$ cat config.mk
export PLATFORM = sky130hd
export DESIGN_NAME = wb_arbiter
export DESIGN_NICKNAME = d
export VERILOG_FILES = /design/src/rtl/wb_arbiter.sv
export SDC_FILE = /design/constraint.sdc
export NUM_CORES = 1
export LEC_CHECK = 0
export ABC_AREA = 1
export BUFFER_PORTS_ARGS = -buffer_cell sky130_fd_sc_hd__buf_2
export CORE_MARGIN = 1.5
export CORE_UTILIZATION = 49
export DETAILED_ROUTE_END_ITERATION = 8
export GPL_TIMING_DRIVEN = 0
export PLACE_DENSITY = 0.91
export SYNTH_ARGS = -nofsm -noshare
export SYNTH_HDL_FRONTEND = slang
export SYNTH_SLANG_ARGS = --single-unit
$ cat constraint.sdc
create_clock -name clk -period 2.6 [get_ports clk]
set_clock_uncertainty 0.2 [all_clocks]
set_input_delay 0.13 -clock clk [delete_from_list [all_inputs] [get_ports clk]]
set_output_delay 0.13 -clock clk [all_outputs]
set_load 0.01 [all_outputs]
$ cat src/rtl/wb_arbiter.sv
// Writeback arbiter for the regfile write port: merges MEM-stage results with a
// long-latency unit and scoreboards registers with outstanding long-latency writes.
module wb_arbiter #(
    parameter int unsigned STARVE_MAX = 4
) (
    input  logic        clk,
    input  logic        rst_n,
    input  logic        pipe_we_i,
    input  logic [4:0]  pipe_waddr_i,
    input  logic [31:0] pipe_data_i,
    output logic        pipe_hold_o,
    input  logic        lu_valid_i,
    input  logic [4:0]  lu_waddr_i,
    input  logic [31:0] lu_data_i,
    output logic        lu_ready_o,
    input  logic        iss_valid_i,
    input  logic [4:0]  iss_rd_i,
    input  logic [4:0]  rs1_addr_i,
    input  logic [4:0]  rs2_addr_i,
    input  logic [4:0]  rd_addr_i,
    output logic        hazard_o,
    output logic [31:0] busy_o,
    output logic        rd_we_o,
    output logic [4:0]  rd_waddr_o,
    output logic [31:0] rd_data_o
);
    localparam int unsigned AW   = 5;
    localparam int unsigned DW   = 32;
    localparam int unsigned NREG = 32;
    localparam int unsigned CW   = 4;

    logic [CW-1:0]   cnt_q, cnt_d;
    logic [NREG-1:0] busy_q, busy_d;
    logic            rd_we_q, rd_we_d;
    logic [AW-1:0]   rd_waddr_q, rd_waddr_d;
    logic [DW-1:0]   rd_data_q, rd_data_d;

    logic pipe_wr;
    logic starved;
    logic lu_ready;
    logic pipe_hold;
    logic lu_acc;

    // Arbitration: a starved LU result pre-empts the pipe, otherwise the pipe wins.
    always_comb begin
        pipe_wr   = pipe_we_i && (pipe_waddr_i != '0);
        starved   = lu_valid_i && (cnt_q == CW'(STARVE_MAX));
        lu_ready  = 1'b0;
        pipe_hold = 1'b0;
        if (starved) begin
            lu_ready  = 1'b1;
            pipe_hold = pipe_wr;
        end else if (!pipe_wr) begin
            lu_ready  = lu_valid_i;
        end
        lu_acc = lu_valid_i && lu_ready;
    end

    // Next state: starve counter, write-port winner and scoreboard.
    always_comb begin
        cnt_d = '0;
        if (lu_valid_i && !lu_ready) begin
            cnt_d = (cnt_q == CW'(STARVE_MAX)) ? cnt_q : cnt_q + CW'(1);
        end

        rd_we_d    = 1'b0;
        rd_waddr_d = rd_waddr_q;
        rd_data_d  = rd_data_q;
        if (lu_acc) begin
            if (lu_waddr_i != '0) begin
                rd_we_d    = 1'b1;
                rd_waddr_d = lu_waddr_i;
                rd_data_d  = lu_data_i;
            end
        end else if (pipe_wr) begin
            rd_we_d    = 1'b1;
            rd_waddr_d = pipe_waddr_i;
            rd_data_d  = pipe_data_i;
        end

        // Set is applied after clear so a same-cycle re-issue keeps the bit.
        busy_d = busy_q;
        if (lu_acc) begin
            busy_d[lu_waddr_i] = 1'b0;
        end
        if (iss_valid_i && (iss_rd_i != '0)) begin
            busy_d[iss_rd_i] = 1'b1;
        end
        busy_d[0] = 1'b0;
    end

    always_ff @(posedge clk) begin
        if (!rst_n) begin
            cnt_q      <= '0;
            busy_q     <= '0;
            rd_we_q    <= 1'b0;
            rd_waddr_q <= '0;
            rd_data_q  <= '0;
        end else begin
            cnt_q      <= cnt_d;
            busy_q     <= busy_d;
            rd_we_q    <= rd_we_d;
            rd_waddr_q <= rd_waddr_d;
            rd_data_q  <= rd_data_d;
        end
    end

    assign lu_ready_o  = rst_n & lu_ready;
    assign pipe_hold_o = rst_n & pipe_hold;
    assign hazard_o    = rst_n & (busy_q[rs1_addr_i] | busy_q[rs2_addr_i] | busy_q[rd_addr_i]);
    assign busy_o      = busy_q;
    assign rd_we_o     = rd_we_q;
    assign rd_waddr_o  = rd_waddr_q;
    assign rd_data_o   = rd_data_q;
endmodule

-- Word-level counts from Yosys, hierarchy flattened
Cells that the tools add are included.
- muxes and demuxes: 24
- reduce and logical (&&, ||, !) cells: 14
- equality and inequality tests: 2
- bitwise logic cells: 8
- order comparisons: 7
- $add $sub $neg: 1
- operator list (kind ; count):
    32-bit 2-to-1 mux ; 5
    32-bit bitwise AND ; 1
    32-bit NOT ; 1
    32-bit bitwise OR ; 1
    5-bit by 6-bit < comparator with 1-bit output, second input constant ; 5
    1-bit binary-select mux with 5-bit select ; 3
    5-bit 2-to-1 mux ; 3
    5-bit nonzero test ; 3
    1-bit 2-to-1 mux ; 11
    1-bit demux with 5-bit select ; 2
    5-bit by 1-bit >= comparator with 1-bit output, second input constant ; 2
    1-bit logical AND ; 7
    4-bit by 1-bit adder with 4-bit output, second input constant ; 1
    4-bit by 3-bit == test with 1-bit output, second input constant ; 1
    2-bit AND reduction ; 2
    1-bit bitwise AND ; 3
    2-bit by 1-bit != test with 1-bit output, second input constant ; 1
    1-bit bitwise OR ; 2
    2-bit nonzero test ; 1
    1-bit zero test ; 1
- output and inout port bits: 73
- word-level logic and storage cells: 62
- input bits: 99
- bits in registers: 74

-- Logic depth before layout (Yosys ltp)
- word-level depth: 9
- depth in mapped cells: 13
- depth with buffers taken out: 13

-- Worst setup path before layout
OpenSTA, ideal clock, no wires.
- path type: reg2reg
- start: register cnt_q[0]
- end: register rd_data_q[11], in the netlist rd_data_o[11]
- data arrival time: 1.530 ns
- data required time: 2.283 ns
- buffers on the path: 2
- path slack: 0.753 ns
- cell stages (with the launch flop): 12
- setup time: 0.117 ns
- cells stage by stage: dfxtp_1 inv_1 ha_1 nand3_2 inv_2 nor2_4 nor2_4 buf_6 buf_6 or2_2 o21ai_0 o21ai_1
- longest elaborated chain between the ends: 6
- elaborated cells on any way between the ends: 8
- those cells by class: 2 x eq/ne; 2 x mux; 4 x reduce/logical
- RTL lines (element ; RTL line ; source):
    start, declared ; 32 ; logic [CW-1:0] cnt_q, cnt_d;
    start signal, assigned ; 100 ; cnt_q <= cnt_d;
    4-bit by 3-bit == test with 1-bit output * ; 47 ; starved = lu_valid_i && (cnt_q == CW'(STARVE_MAX));
    1-bit logical AND * ; 47 ;
    1-bit 2-to-1 mux * ; 50 ; if (starved) begin
    1-bit logical AND * ; 56 ; lu_acc = lu_valid_i && lu_ready;
    2-bit by 1-bit != test with 1-bit output (no line) or 2-bit nonzero test (tied branches) ; n/a ;
    2-bit AND reduction (no line) ; n/a ;
    end signal, assigned ; 104 ; rd_data_q <= rd_data_d;
    end, declared ; 36 ; logic [DW-1:0] rd_data_q, rd_data_d;
Mark *: on every way between the ends. The rest lies on a longest branch, timed or not.
A chain may end at the register's enable or synchronous reset.

-- Worst setup path in the final report
- start: input pipe_waddr_i[0]
- end: register rd_data_q[19], in the netlist rd_data_o[19]
- longest elaborated chain between the ends: 7
- elaborated cells on any way between the ends: 9
- those cells by class: 1 x eq/ne; 3 x mux; 5 x reduce/logical
- RTL lines (element ; RTL line ; source):
    start, declared ; 9 ; input logic [4:0] pipe_waddr_i,
    5-bit nonzero test * ; 46 ; pipe_wr = pipe_we_i && (pipe_waddr_i != '0);
    1-bit logical AND * ; 46 ;
    1-bit 2-to-1 mux ; 53 ; end else if (!pipe_wr) begin
    1-bit 2-to-1 mux ; 50 ;
    1-bit logical AND ; 56 ;
    2-bit by 1-bit != test with 1-bit output (no line) or 2-bit nonzero test (tied branches) ; n/a ;
    2-bit AND reduction (no line) ; n/a ;
Marks and branches as above.

==> results_dict.tcl <==
set metrics [dict create \
    htreeDepth 3 \
    grt_pass1_vias 5783 \
    via_per_inst 5.77 \
    p_total_mw 2.87 \
    cp_max_fo 10 \
    die_h_um 97.3 \
    power.leakage_nw 2.97 \
    clk_root_buffer_cell "clkbuf_8" \
    dpl.hpwl_um 10700 \
    die_w_um 97.3 \
    regToRegStartpoint "cnt_q[1]" \
    finalHoldViolations 6 \
    holdPathEnd "rd_data_o[31]" \
    grt_pass1_wl_um 28400 \
    worstMarginPinSlew_ns 0.782 \
    ys_seq_area_frac 0.336 \
    post-route-util 0.722 \
    ys_warn_count 0 \
    post-route-drc-count 3 \
    setup-violations-final 0 \
    syn_to_final_growth_pct 43.9 \
    cts_tree "yes" \
    worstSetupStartpoint "pipe_waddr_i[0]" \
    fin_nets 1025 \
    cp_num_buf_inv 6 \
    peakVddDrop_uv 355 \
    portBuffers 164 \
    core-area_um2 8680 \
    drv_cap 0 \
    grt-ovfl-total 0 \
    hold_path.class "input port to flip-flop" \
    startpoint_type "input port" \
    p_per_area_nw_per_um2 458 \
    dr.first_iter.drc_count 713 \
    layout-drive-gt1-share 0.279 \
    pre_cts_slack_ns 0.528 \
    whs_path_depth 4 \
    relSlewSlack 0.477 \
    fin_crit_ns 2.59 \
    wl_per_cell_um 16.7 \
    critPathTopFamily "buffers and inverters" \
    worst_path_max_delay_cell "dlygate4sd3_1" \
    drv_slew 0 \
    routabilityCongestion 0.963 \
    cp_cell_sequence "dlygate4sd3_1, buf_2, nor2_2, nand3_2, nand2_4, nor2_4, nor2_4, inv_4, nand3_2, nand2_4, inv_6, buf_6, nand3_1, o21ai_1, dlygate4sd3_1" \
    timing.rr.end "rd_data_o[19]" \
    fmax_mhz 386 \
    layout_commonest_cell "buf_2" \
    grt_max_degree 15 \
    holdWs_ns -0.0721 \
    io_pins 172 \
    crit_cells 15 \
    violations "design-rule violations, negative hold slack" \
    synth_fp_nets 778 \
    worst_skew_pair.late_latency_ns 0.37 \
    wirelength_um 17300 \
    mostFrequentLayoutCells "176 x buf_2, 174 x nand2_1, 128 x nand3_1" \
    die-area_um2 9460 \
    grt_usage 0.370 \
    critPathCaptureType "flip-flop" \
    fin_crit_sh 0.995 \
    rsz0062_at_grt "yes" \
    yosysUniqueCellTypes 32 \
    first_pass_iters 9 \
    min_from "pipe_data_i[31]" \
    row_count 34 \
    initial_core_util 0.502 \
    cts.clk_slew.worst_paths_ns 0.09 \
    antenna_found_initial 1 \
    cts.path.max_buffers 2 \
    ant_nets 0 \
    outcome "complete, but fails checks" \
    cts-buffers-inserted 9 \
    worstSetupPathType "input port to flip-flop" \
    rr_worst_depth 14 \
    synth-seq-cells 73 \
    dr_total_vias 5994 \
    syn_inst 677 \
    critPathArrivalTime_ns 2.71 \
    synth_area_um2 4350 \
    cp_slowest_stage_delay_ns 0.55 \
    avgSynthCellArea_um2 6.43 \
    r2r_setup_slack_ns 0.02 \
    clock-sinks 73 \
    crit_required_ns 2.72 \
    layout_setup_ws_ns 0.0122 \
]
## stage by stage
step / instance area (um2) / std cells / setup TNS (ns)
4_1_cts: 6260 / 1039 / 0
6_report: 6270 / 1039 / 0
3_5_place_dp: 5310 / 949 / 0
2_1_floorplan: 4350 / 677 / 0
5_1_grt: 6260 / 1038 / -0.106
3_3_place_gp: 5310 / 949 / 0
## worst max-delay path by stage
stage                                to  slack [ns]
after floorplan           rd_data_o[11]        0.75
after global placement    rd_waddr_o[2]        0.56
after detailed placement  rd_waddr_o[2]        0.53
after CTS                 rd_data_o[19]        0.02
after global routing      rd_data_o[19]       -0.07
final                     rd_data_o[19]        0.01
## report_power, final
part	internal [mW]	switching [mW]	leakage (nW)	total [mW]
logic	0.306	0.373	2.26	0.678
clock network	0.481	0.494	0.107	0.975
registers	1.18	0.0410	0.599	1.22
## flip-flops by register name, summed over array words and instances (netlist names)
register	count
rd_data_o	32
rd_waddr_o	5
rd_we_o	1
cnt_q	4
busy_o	31
## cell usage after synthesis, drive strengths merged
cell / count / area, um2
conb: 1 / 3.75
a21oi: 35 / 175
nor3: 4 / 20.0
xnor2: 1 / 8.76
inv: 64 / 248
or3: 1 / 6.26
o31ai: 1 / 12.5
clkbuf: 11 / 41.3
o21ai: 100 / 500
nand2: 179 / 694
ha: 2 / 25.0
nor2: 16 / 75.1
buf: 23 / 169
dfxtp: 73 / 1460
nor4: 1 / 6.26
nand3b: 1 / 7.51
or2: 31 / 194
nand3: 133 / 706
## worst min-delay path, delay by kind of cell
family | cells | cell delay [ns]
compound gates | 2 | 0.19
simple gates | 1 | 0.09
buf+inv | 1 | 0.07
## layer usage
layer	vias up	track usage	routed length (um)	share of wire
met2	455	0.626	8290	0.48
li1	2730	-	-	-
met3	113	0.0748	1810	0.10
met4	0	0.233	996	0.057
met5	-	0	0	0
met1	2696	0.427	6250	0.36
## cell type report
| class | count | area (um2) |
|---|---|---|
| sequential | 73 | 1460 |
| fill | 676 | 2410 |
| tap | 108 | 135 |
| timing repair buffer | 236 | 1530 |
| clock buffer | 10 | 138 |
| buffer | 34 | 228 |
| inverter | 64 | 248 |
| antenna | 2 | 5.00 |
| multi-input combinational | 506 | 2450 |
| clock inverter | 6 | 73.8 |
## what timing repair did
item                                   4_1_cts  5_1_grt
setup endpoints to repair                    0       28
gates resized for setup                      0       24
hold buffers                                74        0
endpoints found under the hold margin       55        0
setup buffers                                0        5
## kinds of logic (layout without fill, tap and decap cells)
| kind of cell | after synthesis | count (layout) | share of synthesized area |
|---|---|---|---|
| AND/OR/NAND/NOR | 366 | 366 | 0.393 |
| XOR/XNOR | 1 | 1 | 0.00201 |
| other | 1 | 3 | 0.000861 |
| adder cells (fa/ha/maj) | 2 | 2 | 0.00575 |
| buffers and inverters | 98 | 350 | 0.105 |
| AO/OA/AOI/OAI | 136 | 136 | 0.158 |
| flip-flops | 73 | 73 | 0.336 |
Power figures use the tool's default switching activity.
